$ cat src/rtl/serial_pkg.sv
// Shared types and defaults for the serial pattern transmit path.
package serial_pkg;

    typedef enum logic [0:0] {
        IDLE  = 1'b0,
        SHIFT = 1'b1
    } tx_state_t;

    localparam int DEFAULT_WIDTH = 8;

endpackage : serial_pkg

$ cat src/rtl/serial_pattern_gen.sv
// Parallel-to-serial pattern transmitter with a one-entry holding buffer.
// Words arrive over valid/ready and leave one bit per clock with no inter-word gap.
module serial_pattern_gen
    import serial_pkg::*;
#(
    parameter int WIDTH     = DEFAULT_WIDTH,
    parameter bit LSB_FIRST = 1'b0
) (
    input  logic             clk,
    input  logic             rstb,
    input  logic             enable,
    input  logic [WIDTH-1:0] data_in,
    input  logic             data_valid,
    output logic             data_ready,
    output logic             serial_pattern,
    output logic             serial_valid,
    output logic             word_done,
    output logic             busy
);

    localparam int              CNT_W    = (WIDTH > 1) ? $clog2(WIDTH) : 1;
    localparam logic [CNT_W-1:0] LAST_CNT = CNT_W'(WIDTH - 1);

    tx_state_t        r_state;
    tx_state_t        w_state_nxt;
    logic [WIDTH-1:0] r_shift_reg;
    logic [WIDTH-1:0] w_shift_nxt;
    logic [CNT_W-1:0] r_bit_cnt;
    logic [CNT_W-1:0] w_cnt_nxt;
    logic [WIDTH-1:0] r_hold_reg;
    logic [WIDTH-1:0] w_hold_nxt;
    logic             r_hold_valid;
    logic             w_hold_valid_nxt;
    logic             r_serial_pattern;
    logic             r_serial_valid;
    logic             r_word_done;
    logic             r_busy;
    logic             w_bit_nxt;
    logic             w_accept;
    logic             w_last;

    assign data_ready     = enable && !r_hold_valid;
    assign w_accept       = data_valid && data_ready;
    assign w_last         = (r_state == SHIFT) && (r_bit_cnt == LAST_CNT);
    assign serial_pattern = r_serial_pattern;
    assign serial_valid   = r_serial_valid;
    assign word_done      = r_word_done;
    assign busy           = r_busy;

    // Advance the shifter by one bit in the configured direction.
    function automatic logic [WIDTH-1:0] shift_once(input logic [WIDTH-1:0] word);
        logic [WIDTH-1:0] res;
        if (LSB_FIRST) begin
            res = {1'b0, word[WIDTH-1:1]};
        end else begin
            res = {word[WIDTH-2:0], 1'b0};
        end
        return res;
    endfunction

    // Next-state logic: word sequencing, hold buffer and the enable flush.
    always_comb begin
        w_state_nxt      = r_state;
        w_shift_nxt      = r_shift_reg;
        w_cnt_nxt        = r_bit_cnt;
        w_hold_nxt       = r_hold_reg;
        w_hold_valid_nxt = r_hold_valid;
        if (!enable) begin
            w_state_nxt      = IDLE;
            w_shift_nxt      = {WIDTH{1'b0}};
            w_cnt_nxt        = {CNT_W{1'b0}};
            w_hold_nxt       = {WIDTH{1'b0}};
            w_hold_valid_nxt = 1'b0;
        end else begin
            case (r_state)
                IDLE: begin
                    if (w_accept) begin
                        w_state_nxt = SHIFT;
                        w_shift_nxt = data_in;
                        w_cnt_nxt   = {CNT_W{1'b0}};
                    end else begin
                        w_state_nxt = IDLE;
                    end
                end
                SHIFT: begin
                    if (w_last) begin
                        // A held word always wins; data_ready is low then, so no accept can collide.
                        if (r_hold_valid) begin
                            w_shift_nxt      = r_hold_reg;
                            w_cnt_nxt        = {CNT_W{1'b0}};
                            w_hold_valid_nxt = 1'b0;
                        end else if (w_accept) begin
                            w_shift_nxt = data_in;
                            w_cnt_nxt   = {CNT_W{1'b0}};
                        end else begin
                            w_state_nxt = IDLE;
                            w_shift_nxt = {WIDTH{1'b0}};
                            w_cnt_nxt   = {CNT_W{1'b0}};
                        end
                    end else begin
                        w_shift_nxt = shift_once(r_shift_reg);
                        w_cnt_nxt   = r_bit_cnt + CNT_W'(1);
                        if (w_accept) begin
                            w_hold_nxt       = data_in;
                            w_hold_valid_nxt = 1'b1;
                        end else begin
                            w_hold_valid_nxt = r_hold_valid;
                        end
                    end
                end
                default: begin
                    w_state_nxt      = IDLE;
                    w_shift_nxt      = {WIDTH{1'b0}};
                    w_cnt_nxt        = {CNT_W{1'b0}};
                    w_hold_nxt       = {WIDTH{1'b0}};
                    w_hold_valid_nxt = 1'b0;
                end
            endcase
        end
        if (w_state_nxt == SHIFT) begin
            w_bit_nxt = LSB_FIRST ? w_shift_nxt[0] : w_shift_nxt[WIDTH-1];
        end else begin
            w_bit_nxt = 1'b0;
        end
    end

    // State, datapath and registered line outputs.
    always_ff @(posedge clk or negedge rstb) begin
        if (!rstb) begin
            r_state          <= IDLE;
            r_shift_reg      <= {WIDTH{1'b0}};
            r_bit_cnt        <= {CNT_W{1'b0}};
            r_hold_reg       <= {WIDTH{1'b0}};
            r_hold_valid     <= 1'b0;
            r_serial_pattern <= 1'b0;
            r_serial_valid   <= 1'b0;
            r_word_done      <= 1'b0;
            r_busy           <= 1'b0;
        end else begin
            r_state          <= w_state_nxt;
            r_shift_reg      <= w_shift_nxt;
            r_bit_cnt        <= w_cnt_nxt;
            r_hold_reg       <= w_hold_nxt;
            r_hold_valid     <= w_hold_valid_nxt;
            r_serial_pattern <= w_bit_nxt;
            r_serial_valid   <= (w_state_nxt == SHIFT);
            r_word_done      <= (w_state_nxt == SHIFT) && (w_cnt_nxt == LAST_CNT);
            r_busy           <= (w_state_nxt == SHIFT) || w_hold_valid_nxt;
        end
    end

endmodule : serial_pattern_gen

$ cat config.mk
export PLATFORM = sky130hd
export DESIGN_NAME = serial_pattern_gen
export DESIGN_NICKNAME = d
export VERILOG_FILES = /design/src/rtl/serial_pkg.sv /design/src/rtl/serial_pattern_gen.sv
export SDC_FILE = /design/constraint.sdc
export NUM_CORES = 1
export LEC_CHECK = 0
export BUFFER_PORTS_ARGS = -buffer_cell sky130_fd_sc_hd__buf_2
export CAP_MARGIN = 10
export CORE_UTILIZATION = 63
export CTS_BUF_LIST = sky130_fd_sc_hd__clkbuf_4
export DETAILED_ROUTE_END_ITERATION = 7
export PLACE_DENSITY_LB_ADDON = 0.12
export SYNTH_ARGS = -nofsm -noshare
export SYNTH_HDL_FRONTEND = slang
export SYNTH_SLANG_ARGS = --single-unit
$ cat constraint.sdc
create_clock -name clk -period 4.8 [get_ports clk]
set_input_delay 0.96 -clock clk [delete_from_list [all_inputs] [get_ports clk]]
set_output_delay 0.96 -clock clk [all_outputs]
set_load 0.02 [all_outputs]
==> reports/results.ini, run 1 <==
[critical_path]
r2r_slack_ps=2810
critPathLaunchType=input port
cp_slowest_stage_delay_ps=300
crit_top_cell=buf_2
cp_data_arrival_time_ps=1650
reg2reg_to=r_bit_cnt[0]$_DFF_PN0_
end_kind=output port
slowest_stage=inv_1
r2r_cells=5
crit_type=in -> out
critPathMaxFanout=13
worstPathCellList=buf_2, inv_1, nor2_1, buf_2
crit_required_ps=3840
r2r-start=r_bit_cnt[0]$_DFF_PN0_

[min_path]
hold_end=word_done$_DFF_PN0_
whs_path_depth=1
hp-class=reg -> reg
worstHoldStart=r_bit_cnt[0]$_DFF_PN0_

[yosys]
yosysWarningCount=0
yosys.area.top_type=dfrtp_1
syn_area_per_cell_um2=9.24
ys_ff_latch=23
ys_top_cells_by_area=dfrtp_1 48%, a21oi_1 5.4%, nand3_1 4.6%
synth_top_area_frac=0.479
mappedNetlistArea_um2=1200
synth_cells=130
synth_edf_count=0
syn-num-nets=144
synthArstFlopShare=1.00
synth_cell_type_count=28
yosysMostFrequentCell=dfrtp_1
synth_common_cells=23 x dfrtp_1, 13 x a21oi_1, 11 x nand3_1, 11 x o21ai_0, 10 x inv_1
seq_area_frac_synth=0.479
yosys_most_used_dff=dfrtp_1

[route]
wl_met2_um=1130
drt-met1-wl_um=1120
dr.pass1.iters=4
drc=0
via_per_inst=6.05
top_layer_used=met4
drt-initial-drc-count=27
vias=999
routed_wl_um=2430
final_antenna_net_count=0
wl_met3_um=140
wl_per_cell_um=14.7

[finish]
multiInputGateArea_um2=519
fin_nets=155
largest_register_ffs=8
final_layout_size_suffix_gt1_frac=0.150
area_growth_pct=6.35
fin_area_um2=1280
regArea_um2=576
fillCellCount=160
instances_no_fill=165
diodes=0

[status]
status=completed

[cts]
cts_buffer_depth=2
htree_num_levels=1
cts_hold_buf=0
clock_latency_ps=310
numCtsBuffers=3
root_buffer=clkbuf_4
cts_resized=0
cts.clk_slew.worst_paths_ps=110
cts_tree=built
clock-sinks=23
cts_setup_buffers=0

[timing]
final-hold-violation-count=0
final_max_slew_viol_count=0
tightestPinTransition_ps=745
rsz0062_at_grt=no
setup_viol=0
tns_ps=0
timing.final.crit_share=0.543
slew_headroom=0.502
finClkSkew_ps=3.52
fmax_mhz=383
min_period_ps=2610

[die]
die_w_um=45.7
die_area_um2=2090
core_um2=1760
rows=15
start_util=0.681
ioPinCount=17
die_h_um=45.7

[placement]
io_buffers=16
dp_hpwl_um=1710
dp.cells=161
place.gp.congestion=0.809
place_area_um2=1250

[grt]
grt_max_degree=24
grt_overflow=0
grt_usage=0.273
grt_pass1_vias=924
antenna_found_initial=0
grt_pass1_wl_um=3990

[job]
drv_cap=0

[power_and_ir_drop]
power.leakage_nw=0.579
power.density_nw_per_um2=282
ir_drop_mv=0.227

[power breakdown]
part	switching (mW)	leakage [nW]	internal, mW	total [mW]
Sequential	0.00793	0.313	0.203	0.211
Combinational	0.0374	0.248	0.0199	0.0573
Clock	0.0542	0.0184	0.0381	0.0923
Total	0.0995	0.579	0.261	0.360
[through the flow]
step	worst slack [ps]	hold slack [ps]	total power [mW]	util
after floorplan	2170	452	0.254	-
after global placement	2200	477	0.270	0.707
after detailed placement	2210	487	0.272	0.707
after CTS	2200	504	0.364	0.724
after global routing	2110	539	0.379	0.724
final	2190	504	0.360	0.724
[worst max-delay path by stage]
stage / from / to / slack (ps) / cells past startpoint
final: enable / data_ready / 2190 / 4
after global routing: enable / data_ready / 2110 / 4
after CTS: enable / data_ready / 2200 / 4
after detailed placement: enable / data_ready / 2210 / 4
after global placement: enable / data_ready / 2200 / 4
after floorplan: enable / data_ready / 2170 / 4
[placed cells by master (no fill, tap or decap)]
master	Yosys	layout
a2bb2oi_1	6	6
o21ai_0	11	11
clkbuf_4	0	4
o32ai_1	6	6
a41oi_1	1	1
nand3_1	11	11
and2b_1	1	1
inv_1	10	10
ha_1	2	2
buf_2	7	16
nand3b_1	1	1
o22ai_1	2	2
nand2_1	4	4
nand2b_1	4	4
nor2b_1	2	2
a21boi_0	6	6
a32oi_1	1	1
a21oi_1	13	13
nor4_1	1	1
and3_1	1	1
nor2_1	9	9
o21ai_1	2	2
inv_2	1	1
dfrtp_1	23	23
and3b_1	1	1
and2_1	1	1
[routing by layer]
metal | vias up | global-route usage
li1 | 484 | -
met1 | 477 | 0.365
met2 | 33 | 0.449
met3 | 5 | 0.0317
met4 | 0 | 0.109
met5 | - | 0
[cell families after synthesis]
group,count (synthesis),synth area share
flip-flops,23,0.479
buffers and inverters,21,0.0885
AND/OR/NAND/NOR,36,0.153
adder cells (fa/ha/maj),2,0.0208
AO/OA/AOI/OAI,48,0.258
[area by class of cell]
class | instances | area share
inverters | 11 | 0.0323
flip-flops and latches | 23 | 0.451
well taps | 25 | 0.0245
clock buffers | 4 | 0.0235
multi-input cells | 86 | 0.406
repair buffers | 16 | 0.0627
[worst max-delay path: cells and delay by family]
family	cells	cell delay, ps
and+or+nand+nor	1	70
buffers and inverters	3	620
No activity file was read; power rests on OpenSTA's default activity.
==> inputs of run 2 (changes only) <==
- ABC_AREA: not set -> 1
- CORE_UTILIZATION: 63 -> 58
- clock period: 4.8 -> 2.51 ns (I/O delays scaled with it)
==> reports/results.ini, run 2 <==
[yosys]
synth_cells=135  ; +3.8%
synth_top_area_frac=0.518  ; +0.0386
yosys.area.top_type=dfrtp_1
yosys_most_used_dff=dfrtp_1
ys_ff_latch=24  ; +4.3%
mappedNetlistArea_um2=1160  ; -3.4%
ys_top_cells_by_area=dfrtp_1 52%, nand2_1 9.1%, o21ai_0 7.3%
synthArstFlopShare=1.00  ; unchanged
synth_cell_type_count=20  ; -29%
syn-num-nets=149  ; +3.5%
yosysWarningCount=0  ; unchanged
syn_area_per_cell_um2=8.59  ; -7.0%
yosysMostFrequentCell=nand2_1
synth_edf_count=0  ; unchanged
synth_common_cells=28 x nand2_1, 24 x dfrtp_1, 17 x o21ai_0
seq_area_frac_synth=0.518  ; +0.0386

[critical_path]
path_delay_family=simple AND/OR/NAND/NOR gates
crit_top_cell=nand2_1
slowest_stage=dfrtp_1
critPathMaxFanout=17  ; +4
end_kind=flop
crit_required_ps=2750  ; -1090 ps
cp_data_arrival_time_ps=1960  ; +310 ps
worstPathCellList=ha_1, ha_1, inv_1, nand2_2, nor2_4, nand2_1, nand2_1, nand2_1, nor2_1
critPathBufInv=1  ; -2
crit_type=reg -> reg
cp_slowest_stage_delay_ps=410  ; +110 ps
critPathLaunchType=flop

[timing]
fmax_mhz=582
final_max_slew_viol_count=0  ; unchanged
setup_viol=0  ; unchanged
tightestPinTransition_ps=512  ; -234 ps
finClkSkew_ps=3.44  ; -0.0738 ps
min_period_ps=1720
tns_ps=0  ; unchanged
rsz0062_at_grt=no
final-hold-violation-count=0  ; unchanged
timing.final.crit_share=0.684
slew_headroom=0.659  ; +0.157

[grt]
grt_pass1_wl_um=3830  ; -4.0%
grt_overflow=0  ; unchanged
antenna_found_initial=0  ; unchanged
grt_usage=0.255  ; -0.0178
grt_max_degree=25  ; +4.2%
grt_pass1_vias=881  ; -4.7%

[cts]
cts_resized=0  ; unchanged
cts_buffer_depth=2  ; unchanged
numCtsBuffers=3  ; unchanged
clock_latency_ps=300  ; about the same
cts_setup_buffers=0  ; unchanged
root_buffer=clkbuf_4
cts_tree=built
cts.clk_slew.worst_paths_ps=120  ; about the same
htree_num_levels=1  ; unchanged
clock-sinks=24  ; +4.3%
cts_hold_buf=0  ; unchanged

[finish]
instances_no_fill=176  ; +6.7%
fin_nets=167  ; +7.7%
final_common_cell=nand2_1
final_layout_size_suffix_gt1_frac=0.179  ; +0.0288
layout_common_cells=28 x nand2_1, 24 x dfrtp_1, 17 x o21ai_0
fin_area_um2=1270  ; -0.39%
area_growth_pct=9.71
diodes=0  ; unchanged

[route]
vias=982  ; -1.7%
final_antenna_net_count=0  ; unchanged
via_per_inst=5.58  ; -7.8%
wl_per_cell_um=13.0  ; -11%
drc=0  ; unchanged
drt-initial-drc-count=25  ; -7.4%
routed_wl_um=2300  ; -5.4%
dr.pass1.iters=4  ; unchanged

[power_and_ir_drop]
ir_drop_mv=0.421  ; +86%
power.density_nw_per_um2=535  ; +90%
power.leakage_nw=0.637  ; +9.9%

[status]
status=completed

[die]
die_area_um2=2180  ; +4.7%
rows=15  ; unchanged
die_w_um=46.7  ; +2.3%
die_h_um=46.7  ; +2.3%
ioPinCount=17  ; unchanged
start_util=0.644  ; -0.0371
core_um2=1800  ; +2.1%

[min_path]
hp-class=in -> async

[job]
drv_cap=0  ; unchanged

[placement]
place_area_um2=1250  ; +0.20%
dp_hpwl_um=1680  ; -1.3%
io_buffers=16  ; unchanged
place.gp.congestion=0.858  ; +6.0%
dp.cells=173  ; +7.5%

==> run 2: cell count changes after synthesis, sizes merged, moves of 2 or more <==
cell     change
nor2b        -2
a21oi        -5
o32ai        -6
o21ai       +10
nand2       +26
a21boi       -6
o22ai        -2
buf          -6
nand2b       -4
a2bb2oi      -6
nor2         -2
o211ai       +6
inv          +6
==> run 2: where the power goes <==
group | internal, mW | switching, mW
sequential | 0.404 | 0.0110
clock | 0.0559 | 0.102
combinational | 0.0343 | 0.0751
==> run 2: layout make-up <==
| cell class | count | area (µm²) |
|---|---|---|
| sequential | 24 | 601 |
| multi-input combinational | 91 | 474 |
| clock buffer | 3 | 22.5 |
| tap | 25 | 31.3 |
| inverter | 17 | 63.8 |
| timing repair buffer | 16 | 80.1 |
| fill | 148 | 529 |
==> run 2: per-stage QoR <==
stage / hold WS, ps / power (mW) / utilization / worst slack [ps]
3_5_place_dp: 474 / 0.531 / 0.694 / 739
2_1_floorplan: 206 / 0.493 / - / 1070
3_3_place_gp: 468 / 0.527 / 0.694 / 793
5_1_grt: 180 / 0.725 / 0.706 / 643
4_1_cts: 163 / 0.689 / 0.706 / 798
6_report: 152 / 0.681 / 0.706 / 792
==> run 2: cells by family (layout without fill, tap and decap cells) <==
logic type / after synthesis / count (layout) / share of synthesized area
adders and majority gates: 2 / 2 / 0.0216
buffers and inverters: 20 / 36 / 0.0734
AOI/OAI and AO/OA: 38 / 38 / 0.179
DFF: 24 / 24 / 0.518
and+or+nand+nor: 51 / 51 / 0.208
==> run 2: layer usage <==
metal  track usage  wire (µm)
met5             0          0
met4         0.137         68
met3        0.0588        137
met2         0.372       1030
met1         0.352       1070
==> run 2: worst paths after layout <==
path                       cells after the start                   endpoint  slack [ps]                    from
max in group asynchronous                      1     r_bit_cnt[1]$_DFF_PN0_        2010                    rstb
min in group clk                               3  r_hold_reg[3]$_DFFE_PN0P_         450              data_in[3]
hold reg to reg                                1     r_bit_cnt[0]$_DFF_PN0_         500  r_bit_cnt[0]$_DFF_PN0_
setup reg to reg                               9        word_done$_DFF_PN0_         790  r_bit_cnt[0]$_DFF_PN0_
setup / recovery                               9        word_done$_DFF_PN0_         790  r_bit_cnt[0]$_DFF_PN0_
hold / removal                                 1  r_hold_reg[5]$_DFFE_PN0P_         150                    rstb
